**src/rtl/vram_model_pkg.sv**
```systemverilog
// Shared types and constants for the clocked video-RAM model.
// FSM state encoding, error counter sizing and counter width helper.
package vram_model_pkg;

    typedef enum logic [2:0] {
        IDLE,
        RD_ACC,
        RD_VALID,
        WR_ACC,
        WR_DONE
    } state_t;

    localparam int ERR_CNT_W = 8;
    localparam logic [ERR_CNT_W-1:0] ERR_CNT_MAX = '1;

    function automatic int cnt_width(input int rd_lat, input int wr_lat);
        int m;
        m = (rd_lat > wr_lat) ? rd_lat : wr_lat;
        return $clog2(m + 1);
    endfunction

endpackage

```
**src/rtl/vram_access_timer.sv**
```systemverilog
// Latched access address plus restart/increment cycle counter.
// Shared by the read and write paths of the video-RAM model.
module vram_access_timer
    import vram_model_pkg::*;
#(
    parameter int ADDR_W = 15,
    parameter int CNT_W  = 2
) (
    input  logic              clk,
    input  logic              rst_n,
    input  logic              load,
    input  logic              inc,
    input  logic [ADDR_W-1:0] addr_in,
    output logic [ADDR_W-1:0] addr,
    output logic [CNT_W-1:0]  cnt
);

    // Load restarts the count at 1 on a new address; inc extends it.
    always_ff @(posedge clk) begin
        if (!rst_n) begin
            addr <= '0;
            cnt  <= '0;
        end else if (load) begin
            addr <= addr_in;
            cnt  <= CNT_W'(1);
        end else if (inc) begin
            cnt  <= cnt + CNT_W'(1);
        end
    end

endmodule

```
**config.mk**
```make
export PLATFORM = sky130hd
export DESIGN_NAME = vram_access_timer
export DESIGN_NICKNAME = d
export VERILOG_FILES = /design/src/rtl/vram_model_pkg.sv /design/src/rtl/vram_access_timer.sv
export SDC_FILE = /design/constraint.sdc
export NUM_CORES = 1
export LEC_CHECK = 0
export ABC_AREA = 1
export CAP_MARGIN = 20
export CELL_PAD_IN_SITES_DETAIL_PLACEMENT = 1
export CELL_PAD_IN_SITES_GLOBAL_PLACEMENT = 1
export CORE_MARGIN = 2
export CORE_UTILIZATION = 26
export DETAILED_ROUTE_END_ITERATION = 10
export GPL_TIMING_DRIVEN = 0
export PLACE_DENSITY_LB_ADDON = 0.1
export SETUP_SLACK_MARGIN = 0.1
export SYNTH_ARGS = -nofsm -noshare
export SYNTH_HDL_FRONTEND = slang
export SYNTH_SLANG_ARGS = --single-unit
```
**constraint.sdc**
```tcl
create_clock -name clk -period 1.05 [get_ports clk]
set_input_delay 0.21 -clock clk [delete_from_list [all_inputs] [get_ports clk]]
set_output_delay 0.21 -clock clk [all_outputs]
set_load 0.02 [all_outputs]
```
==> results.sh <==
export IMPL_syn_nets=96
export IMPL_fin_worst_skew_ps=0.0653
export IMPL_firstDrtPassIters=2
export IMPL_area_growth_pct=81.2
export IMPL_status="finished, final reports clean"
export IMPL_power_per_cell_area_nw_per_um2=1280
export IMPL_vias=656
export IMPL_final_nets=141
export IMPL_cts_buffer_depth=2
export IMPL_setup_viol=0
export IMPL_synthCells=77
export IMPL_crit_path_end_kind="output pin"
export IMPL_worst_path_max_fanout=2
export IMPL_fin_area_um2=1100
export IMPL_grt_max_degree=11
export IMPL_seq_area_frac_synth_pct=56.2
export IMPL_grt_antenna_before_repair=0
export IMPL_io_buffer_count=35
export IMPL_synth_cell_types=13
export IMPL_rows=17
export IMPL_ys_top_cells_by_count="nor2_1 (29), dfxtp_1 (17), o21ai_0 (11), nand2_1 (5)"
export IMPL_finalMaxSlewViolations=0
export IMPL_core_area_um2=2210
export IMPL_drt_iter0_drc=1
export IMPL_leakage_nw=0.496
export IMPL_cp_start_kind="flip-flop"
export IMPL_worstSetupPathType="reg -> out"
export IMPL_fmax_mhz=1030
export IMPL_synthFlopType="dfxtp_1"
export IMPL_drt_wl_total_um=1720
export IMPL_ctsHoldBuffers=0
export IMPL_finalPower_mw=1.40
export IMPL_yosys_warnings=0
export IMPL_hpwl_um=1260
export IMPL_avgSynthCellArea_um2=7.86
export IMPL_path_cells="buf_6"
export IMPL_hold_path_class="in -> reg"
export IMPL_antenna_cells=0
export IMPL_placed_cell_area_um2=991
export IMPL_fin_util_pct=49.6
export IMPL_synth_edf_count=0
export IMPL_dieHeight_um=52.3
export IMPL_insertion_delay_ps=290
export IMPL_stdcell_count=149
export IMPL_yosys_top_cells_area="dfxtp_1 (56%), nor2_1 (18%), o21ai_0 (9.1%)"
export IMPL_cts_tree="yes"
export IMPL_syn_area_um2=606
export IMPL_grt_use_total_pct=14.8
export IMPL_slew_headroom_pct=85.2
export IMPL_root_buffer="clkbuf_4"
export IMPL_crit_path_top_delay_cell="dfxtp_2"
export IMPL_drv_cap=0
export IMPL_setup_tns_ps=0
export IMPL_worst_pin_slew_ps=223
export IMPL_peakVddDrop_mv=0.763
export IMPL_ys_ff_latch=17
export IMPL_cts_sinks=17
export IMPL_synthArstFlopShare_pct=0
export IMPL_cp_required_ps=840
export IMPL_wl_per_cell_um=11.6
export IMPL_path_buf_inv=1
export IMPL_htree_num_levels=1
export IMPL_start_util_pct=27.4
export IMPL_fin_crit_sh_pct=92.2
export IMPL_avgViaCountPerCell=4.40
export IMPL_grt_pass1_wl_um=2910
export IMPL_synth_most_common_cell="nor2_1"
export IMPL_cp_data_arrival_time_ps=760
export IMPL_yosys_area_top_type="dfxtp_1"
export IMPL_grt_pass1_vias=691
export IMPL_ant_nets=0
export IMPL_final_layout_size_suffix_gt1_share_pct=38.8
export IMPL_synth_top_area_share_pct=56.2
export IMPL_die_w_um=52.3
export IMPL_numCtsBuffers=3
export IMPL_period_minus_slack_ps=968
export IMPL_grt_overflow=0
export IMPL_pin_count=36
export IMPL_hold_viol_final=0
export IMPL_max_stage_delay_ps=350
export IMPL_rsz0062_at_grt="true"
export IMPL_path_delay_family="flip-flops"
export IMPL_die_area_um2=2730
export IMPL_drc=0
export IMPL_clk_pin_slew_worst_paths_ps=100
export IMPL_dp_cells=140
export IMPL_gp_congestion=0.651
[routing by layer]
metal	wire [um]	global-route usage (%)
met1	706	15.4
met2	869	25.5
met3	118	6.29
met4	26	6.84
met5	0	0
[layout by cell type, fill, tap and decap left out]
master           synthesis  layout
a21oi_1                  2       2
a21oi_2                  1       1
buf_4                    1       7
buf_6                    1      18
clkbuf_1                 0       1
clkbuf_4                 0       3
clkdlybuf4s50_1          0      16
dfxtp_2                  0      17
dlygate4sd2_1            0       2
inv_1                    3       3
inv_2                    1       1
nand2_1                  5       5
nand3_1                  2       2
nor2_1                  29      29
o21ai_0                 11      11
o21ai_1                  3       3
[final timing paths]
check                        start                    end  slack, ps  cells past startpoint
max           addr[0]$_SDFFE_PN0P_                addr[0]         80                      1
min                          rst_n    cnt[1]$_SDFFE_PP0P_        390                      3
max reg2reg    cnt[0]$_SDFFE_PN0P_    cnt[0]$_SDFFE_PN0P_        260                      5
min reg2reg  addr[12]$_SDFFE_PN0P_  addr[12]$_SDFFE_PN0P_        510                      2
[report_power, final]
part           switching [mW]  internal [mW]
clock network           0.202          0.148
logic                   0.146          0.182
registers              0.0288          0.697
total                   0.377           1.03
[through the flow]
stage                     worst slack [ps]  hold slack, ps
final                                 81.5             386
after global routing                  35.3             391
after CTS                             68.9             384
after detailed placement              -324             467
after global placement                -326             458
after floorplan                        263             345
[worst reg2reg max path, cell delays in order (launching register included)]
cell	delay, ps
dfxtp_2	340
buf_4	140
inv_1	50
nand2_1	40
nand2_1	70
a21oi_2	50
[state kept, by name, summed over array words and instances (netlist names)]
register	flops
cnt	2
addr	15
[cell families (layout without fill, tap and decap cells)]
logic type             Yosys count  after routing  synth area share, %
and+or+nand+nor                 36             36                 22.7
buffers and inverters            7             51                 6.40
DFF                             17             17                 56.2
AOI/OAI and AO/OA               17             17                 14.7
[repair_timing]
| action | in CTS | in global routing |
|---|---|---|
| gates resized for setup | 122 | 0 |
| setup buffers | 4 | 1 |
| setup endpoints to repair | 30 | 17 |
[layout make-up]
type | count | area (um^2)
Buffer | 3 | 26.3
Clock buffer | 4 | 26.3
Timing Repair Buffer | 40 | 407
Multi-Input combinational cell | 53 | 226
Tap cell | 28 | 35.0
Inverter | 4 | 15.0
Fill cell | 274 | 1110
Sequential cell | 17 | 362
No activity file was read; power rests on OpenSTA's default activity.
